**config.mk**
```make
export PLATFORM = sky130hd
export DESIGN_NAME = display_scheduler
export DESIGN_NICKNAME = d
export VERILOG_FILES = /design/src/rtl/display_scheduler.sv
export SDC_FILE = /design/constraint.sdc
export NUM_CORES = 1
export LEC_CHECK = 0
export BUFFER_PORTS_ARGS = -buffer_cell sky130_fd_sc_hd__clkbuf_2
export CAP_MARGIN = 20
export CORE_MARGIN = 2
export CORE_UTILIZATION = 56
export CTS_CLUSTER_SIZE = 14
export DETAILED_ROUTE_END_ITERATION = 16
export GPL_TIMING_DRIVEN = 0
export PLACE_DENSITY = 0.73
export SETUP_SLACK_MARGIN = 0.05
export SYNTH_ARGS = -nofsm -noshare
export SYNTH_HDL_FRONTEND = slang
export SYNTH_SLANG_ARGS = --single-unit
```
**constraint.sdc**
```tcl
create_clock -name clk -period 12.8 [get_ports clk]
set_input_delay 2.56 -clock clk [delete_from_list [all_inputs] [get_ports clk]]
set_output_delay 2.56 -clock clk [all_outputs]
set_load 0.005 [all_outputs]
```
**src/rtl/display_scheduler.sv**
```systemverilog
// Display mux sequencer: auto rotation with dwell and skip mask, manual override, alarm pre-emption.
// Every select change passes through one SETTLE cycle so out_valid only rises once the mux register has caught up.
module display_scheduler #(
   parameter int DWELL_W = 16
) (
   input  logic               clk,
   input  logic               rst_n,
   input  logic               enable,
   input  logic               manual,
   input  logic [2:0]         manual_sel,
   input  logic [4:0]         skip_mask,
   input  logic [DWELL_W-1:0] dwell,
   input  logic               alarm_req,
   input  logic [2:0]         alarm_ch,
   output logic [2:0]         sel,
   output logic               out_valid,
   output logic               ch_start,
   output logic               frame_done
);

   typedef enum logic [1:0] {IDLE, SETTLE, DWELL} state_t;

   state_t             state, state_next;
   logic [2:0]         resume, resume_next, sel_next;
   logic [2:0]         target, auto_ch, adv_ch;
   logic [DWELL_W-1:0] cnt, cnt_next, last_cnt;
   logic               out_valid_next, ch_start_next, frame_done_next;
   logic               auto_mode;

   function automatic logic [2:0] clamp(input logic [2:0] ch);
      return (ch > 3'd4) ? 3'd0 : ch;
   endfunction

   function automatic logic [2:0] wrap5(input logic [2:0] start, input logic [2:0] off);
      logic [3:0] s;
      s = {1'b0, start} + {1'b0, off};
      return (s > 4'd4) ? 3'(s - 4'd5) : s[2:0];
   endfunction

   // First unmasked channel at offset >= first_off from start, modulo 5; start itself if none qualifies
   function automatic logic [2:0] scan(input logic [2:0] start, input logic [4:0] mask,
                                       input int first_off);
      logic [2:0] c;
      scan = start;
      for (int off = 4; off >= 0; off--) begin
         c = wrap5(start, 3'(off));
         if (off >= first_off && !mask[c])
            scan = c;
      end
   endfunction

   assign auto_mode = !alarm_req && !manual;
   assign auto_ch   = scan(resume, skip_mask, 0);
   assign adv_ch    = scan(sel, skip_mask, 1);
   assign target    = alarm_req ? clamp(alarm_ch) : (manual ? clamp(manual_sel) : auto_ch);
   assign last_cnt  = (dwell == '0) ? '0 : dwell - DWELL_W'(1);

   always_ff @(posedge clk or negedge rst_n) begin
      if (!rst_n) begin
         state      <= IDLE;
         sel        <= 3'd0;
         resume     <= 3'd0;
         cnt        <= '0;
         out_valid  <= 1'b0;
         ch_start   <= 1'b0;
         frame_done <= 1'b0;
      end else begin
         state      <= state_next;
         sel        <= sel_next;
         resume     <= resume_next;
         cnt        <= cnt_next;
         out_valid  <= out_valid_next;
         ch_start   <= ch_start_next;
         frame_done <= frame_done_next;
      end
   end

   // A lone unmasked channel (or a fully masked set) makes the advance land on sel itself; that is treated as a frozen reload.
   always_comb begin
      state_next      = state;
      sel_next        = sel;
      resume_next     = resume;
      cnt_next        = cnt;
      out_valid_next  = 1'b0;
      ch_start_next   = 1'b0;
      frame_done_next = 1'b0;
      if (!enable) begin
         state_next = IDLE;
         if (state != IDLE)
            resume_next = sel;
      end else begin
         case (state)
            IDLE: begin
               state_next    = SETTLE;
               sel_next      = target;
               ch_start_next = 1'b1;
               cnt_next      = '0;
            end
            SETTLE: begin
               if (target != sel) begin
                  sel_next      = target;
                  ch_start_next = 1'b1;
               end else begin
                  state_next     = DWELL;
                  out_valid_next = 1'b1;
               end
               cnt_next = '0;
            end
            DWELL: begin
               if (target != sel) begin
                  state_next    = SETTLE;
                  sel_next      = target;
                  ch_start_next = 1'b1;
                  cnt_next      = '0;
               end else if (!auto_mode) begin
                  out_valid_next = 1'b1;
                  cnt_next       = '0;
               end else if (cnt >= last_cnt) begin
                  cnt_next = '0;
                  if (adv_ch != sel) begin
                     state_next      = SETTLE;
                     sel_next        = adv_ch;
                     ch_start_next   = 1'b1;
                     frame_done_next = (adv_ch < sel);
                  end else begin
                     out_valid_next = 1'b1;
                  end
               end else begin
                  out_valid_next = 1'b1;
                  cnt_next       = cnt + DWELL_W'(1);
               end
            end
            default: state_next = IDLE;
         endcase
         if (auto_mode)
            resume_next = sel_next;
      end
   end

endmodule

```
# ---- After elaboration in Yosys (flattened, before gate mapping)
# Cells that the tools add are included.
dict set report op_classes {
  reduce_logical 12
  order_cmp 22
  addsub 19
  eq_ne 9
  mux 81
}
# operator count
set ops {}
lappend ops {{$mux W3} 30}
lappend ops {{$mux W16} 4}
lappend ops {{$lt A3 B4 Y1 const B} 9}
lappend ops {{$gt A4 B3 Y1 const B} 8}
lappend ops {{$pmux W16 S2} 1}
lappend ops {{$bmux W1 S3} 9}
lappend ops {{$mux W1} 27}
lappend ops {{$sub A3 B3 Y3 const B} 9}
lappend ops {{$add A16 B1 Y16 const B} 1}
lappend ops {{$add A3 B2 Y4 const B} 4}
lappend ops {{$ge A16 B16 Y1} 1}
lappend ops {{$logic_not A16 Y1} 1}
lappend ops {{$sub A16 B1 Y16 const B} 1}
lappend ops {{$mux W2} 6}
lappend ops {{$ne A4 B4 Y1 const B} 3}
lappend ops {{$gt A3 B3 Y1 const B} 3}
lappend ops {{$pmux W3 S3} 1}
lappend ops {{$add A3 B1 Y4 const B} 2}
lappend ops {{$add A3 B3 Y4 const B} 2}
lappend ops {{$ne A3 B3 Y1} 2}
lappend ops {{$pmux W2 S3} 1}
lappend ops {{$reduce_bool A2 Y1} 3}
lappend ops {{$reduce_and A2 Y1} 2}
lappend ops {{$reduce_and A4 Y1} 1}
lappend ops {{11 further kinds} 12}
dict set report totals {
  word_cells 150
  register_bits 27
}

# ---- Logic depth before layout (Yosys ltp)
dict set report depth {
  depth_word 17
  ltp_mapped 19
}

# ---- Worst setup path after synthesis
# Ideal clock, no wire load.
dict set report synth_timing {
  kind {input-to-reg}
  from {input port dwell[9]}
  to {register cnt[11]}
  arrival_time_ps 6083
  n_path_buf 2
  slack_ps 6653
  stages 16
  setup_time_ps 64
  cell_sequence {or4_1 > nor4_1 > nor2b_1 > nand4b_1 > clkbuf_1 > nand2_1 > ha_1 > and3_1 > a221o_1 > a311oi_1 > o21ai_0 > nor3_1 > nand4_4 > buf_6 > nor3b_2 > a21o_1}
}
dict set report synth_via {
  elab_chain_len 7
}
# element line
set synth_lines {}
lappend synth_lines {{start, declared} 12} ;# input logic [DWELL_W-1:0] dwell,
lappend synth_lines {{$sub A16 B1 Y16 / $logic_not A16 Y1 (equally long branches)} 56} ;# assign last_cnt = (dwell == '0) ? '0 : dwell - DWELL_W'(1);
lappend synth_lines {{$mux W16 *} 56}
lappend synth_lines {{$ge A16 B16 Y1 *} 118} ;# end else if (cnt >= last_cnt) begin
lappend synth_lines {{$mux W16 *} 118}
lappend synth_lines {{$mux W16 *} 115} ;# end else if (!auto_mode) begin
lappend synth_lines {{$mux W16 *} 110} ;# if (target != sel) begin
lappend synth_lines {{$pmux W16 S2 *} 92} ;# case (state)
lappend synth_lines {{end signal, assigned} 71} ;# cnt <= cnt_next;
lappend synth_lines {{end, declared} 26} ;# logic [DWELL_W-1:0] cnt, cnt_next, last_cnt;
# Mark *: on every way between the ends. The rest lies on a longest branch, timed or not.
# A chain may end at the register's enable or synchronous reset.

# ---- Worst setup path after layout
dict set report layout_timing {
  from {input port dwell[9]}
  to {register cnt[9]}
}
# Same word-level chain as after synthesis.

==> reports/metrics.csv <==
metric,value,unit
largest net degree at the start of global routing,28,
final net count,709,
ranking of synthesized cells by area,"dfrtp_1 15%, ha_1 13%, o21ai_0 4.5%",
cell taking the most area after synthesis,dfrtp_1,
CTS tree,built,
Die ar.,0.008905,mm²
clk slew on worst S/H paths,0.09,ns
Leak Pwr,2.281,nW
worst path required time,13.02,ns
floorplan row count,32,
Final TNS setup,0,ns
H-tree depth,1,
switching pwr,0.0006005,W
Die Span X,94.37,µm
# DRC,0,
"Top FF cell, synth",dfrtp_1,
vias per std cell,6.467,
# setup viols final,0,
Crit. End Element,register,
antenna diode count,0,
Post-CTS Resized,0,
pwr/cell area,218.6,mW/mm²
Initial Util,58.57,%
Relative slew margins,51.74,%
"antenna viol nets, final",0,
Synth async-reset ratio,100.0,%
first drt pass iteration count,5,
placed instance area,0.004881,mm²
Reg power frac,10.9,%
Syn Inst Count,588,
Comb power frac,84.5,%
max-cap viol count,0,
status,"complete, no violations",
Worst VDD drop,0.07929,mV
I/O pins,38,
Sw Share,55.78,%
internal power,0.0004762,W
setup bufs post-CTS,0,
root buffer cell,clkbuf_8,
Unique masters post-synth,82,
CTS Sinks,27,
initial DRC count,370,
clock share of power,4.6,%
proportion of netlist area held by the largest area contributor,14.77,%
Mapped Area,0.004573,mm²
clock tree buffer depth,2,
Area Growth Syn to Fin,7.715,%
RSZ-0062 raised after global routing,false,
via count,4721,
share of cells above drive strength 1,13.06,%
hpwl dp,9581,µm
worst skew pair latency,0.28,ns
synthesized flop and latch total,27,
Final Cell Area,0.004926,mm²
port buffer count,36,
vias in the first global route,4224,
final hold vios,0,
global route total overflow,0,
drt total wl,12370,µm
Final Cycle Share,52.09,%
# hold bufs at CTS,0,
first-pass GRT wire length,20110,µm
initial antenna violation count,0,
Max Slew Vio Count,0,
Synth Area per Inst,7.777,µm²
"most common cell after layout, fill and taps aside",nand2_1,
GRT Util Overall,27.64,%
clock period minus final worst setup slack,6.668,ns
YS warnings,0,
CTS Buf Count,3,
Post-synth EDFFs,0,
Worst EP arrival,6.89,ns
sequential-to-total area share from yosys stat,14.77,%
GP Congestion,0.9039,
Slew @ Worst Pin,0.7195,ns
top fanout value on the critical path,10,
critical path startpoint category,input port,
chip height,94.37,µm
syn nets,668,
Hold Path Class,register to register,
drt wl/cell,16.95,µm
Core Area,0.007807,mm²
skew final,0.004407,ns
most frequent cells in the layout,"49 x nand2_1, 48 x ha_1, 41 x o21ai_0",
fmax,150.0,MHz
critical setup path kind,input port to register,
==> per-stage QoR <==
stage / hold WS, ns / util, % / power, W / std cells / setup WS [ns]
2_1_floorplan: 0.4967 / - / 0.0008151 / 588 / 6.653
5_1_grt: 0.6049 / 63.09 / 0.001169 / 730 / 5.820
6_report: 0.5539 / 63.09 / 0.001077 / 730 / 6.132
4_1_cts: 0.5611 / 63.09 / 0.001056 / 730 / 6.141
3_5_place_dp: 0.5417 / 62.52 / 0.001003 / 726 / 5.853
3_3_place_gp: 0.5265 / 62.52 / 0.0009853 / 726 / 6.015
==> flip-flops by register name (all words and copies together), names as in the netlist <==
register	flops
sel	3
frame_done	1
state	2
out_valid	1
cnt	16
resume	3
ch_start	1
==> per-layer routing <==
metal  GRT usage, %  share of wire (%)  vias to the layer above
met2          48.27                 49                      175
met1          37.91                 45                     2211
li1               -                  -                     2317
met4          6.763                1.3                        0
met5              0                  0                        -
met3         0.8779                5.5                       18
==> layout make-up <==
type	count	area, µm²
buffer	29	130.1
sequential	27	675.6
timing repair buffer	36	180.2
tap	102	127.6
clock buffer	4	45.04
inverter	23	86.33
fill	716	2882
multi-input combinational	509	3681
==> Yosys cell counts (all sizes together), types with 9 or more instances <==
cell type	number
nand2	49
o21ai	49
ha	48
nor2	34
a21oi	33
dfrtp	27
clkbuf	23
a21o	22
inv	20
nand3	18
nor3	18
nor3b	18
mux2i	16
nand2b	14
and3	13
nor2b	13
xor2	13
a211oi	10
xnor2	10
o211ai	9
==> path summary, 6_finish.rpt <==
kind / from / slack [ns] / cells past startpoint / endpoint
setup reg to reg: sel[0] / 7.31 / 17 / resume[0]
setup / recovery: dwell[9] / 6.13 / 17 / cnt[9]
max in group asynchronous: rst_n / 10.04 / 1 / cnt[13]
hold reg to reg: cnt[15] / 0.55 / 2 / cnt[15]
min in group asynchronous: rst_n / 2.32 / 1 / cnt[3]
hold / removal: cnt[15] / 0.55 / 2 / cnt[15]
==> worst max-delay path, stage by stage <==
cell and delay, ns:
clkbuf_2 0.11, or4_1 0.60, nor4_1 0.28, nor2b_1 0.23, nand4b_1 0.27, clkbuf_1 0.30
nand2_1 0.12, ha_1 0.22, and3_1 0.18, a221o_1 0.35, a311oi_1 0.33, o21ai_0 0.20
nor3_1 0.43, nand4_4 0.22, buf_6 0.21, nor3b_2 0.17, a21o_1 0.10
==> power by group through the flow <==
| stage | clock network (W) | registers, W | logic, W |
|---|---|---|---|
| 4_1_cts | 0.0000503 | 0.000117 | 0.000889 |
| 5_1_grt | 0.0000535 | 0.000120 | 0.000996 |
| 6_report | 0.0000492 | 0.000117 | 0.000910 |
| 3_5_place_dp | 0 | 0.000119 | 0.000884 |
| 2_1_floorplan | 0 | 0.000113 | 0.000702 |
| 3_3_place_gp | 0 | 0.000118 | 0.000867 |
==> kinds of logic after synthesis <==
logic type / after synthesis / synth area share [%]
muxes: 19 / 4.487
adders and majority gates: 48 / 13.13
and+or+nand+nor: 217 / 27.47
DFF: 27 / 14.77
buffers and inverters: 52 / 4.733
AOI/OAI and AO/OA: 202 / 30.83
xor gates and xnor gates: 23 / 4.569
(Power assumes the default switching activity.)
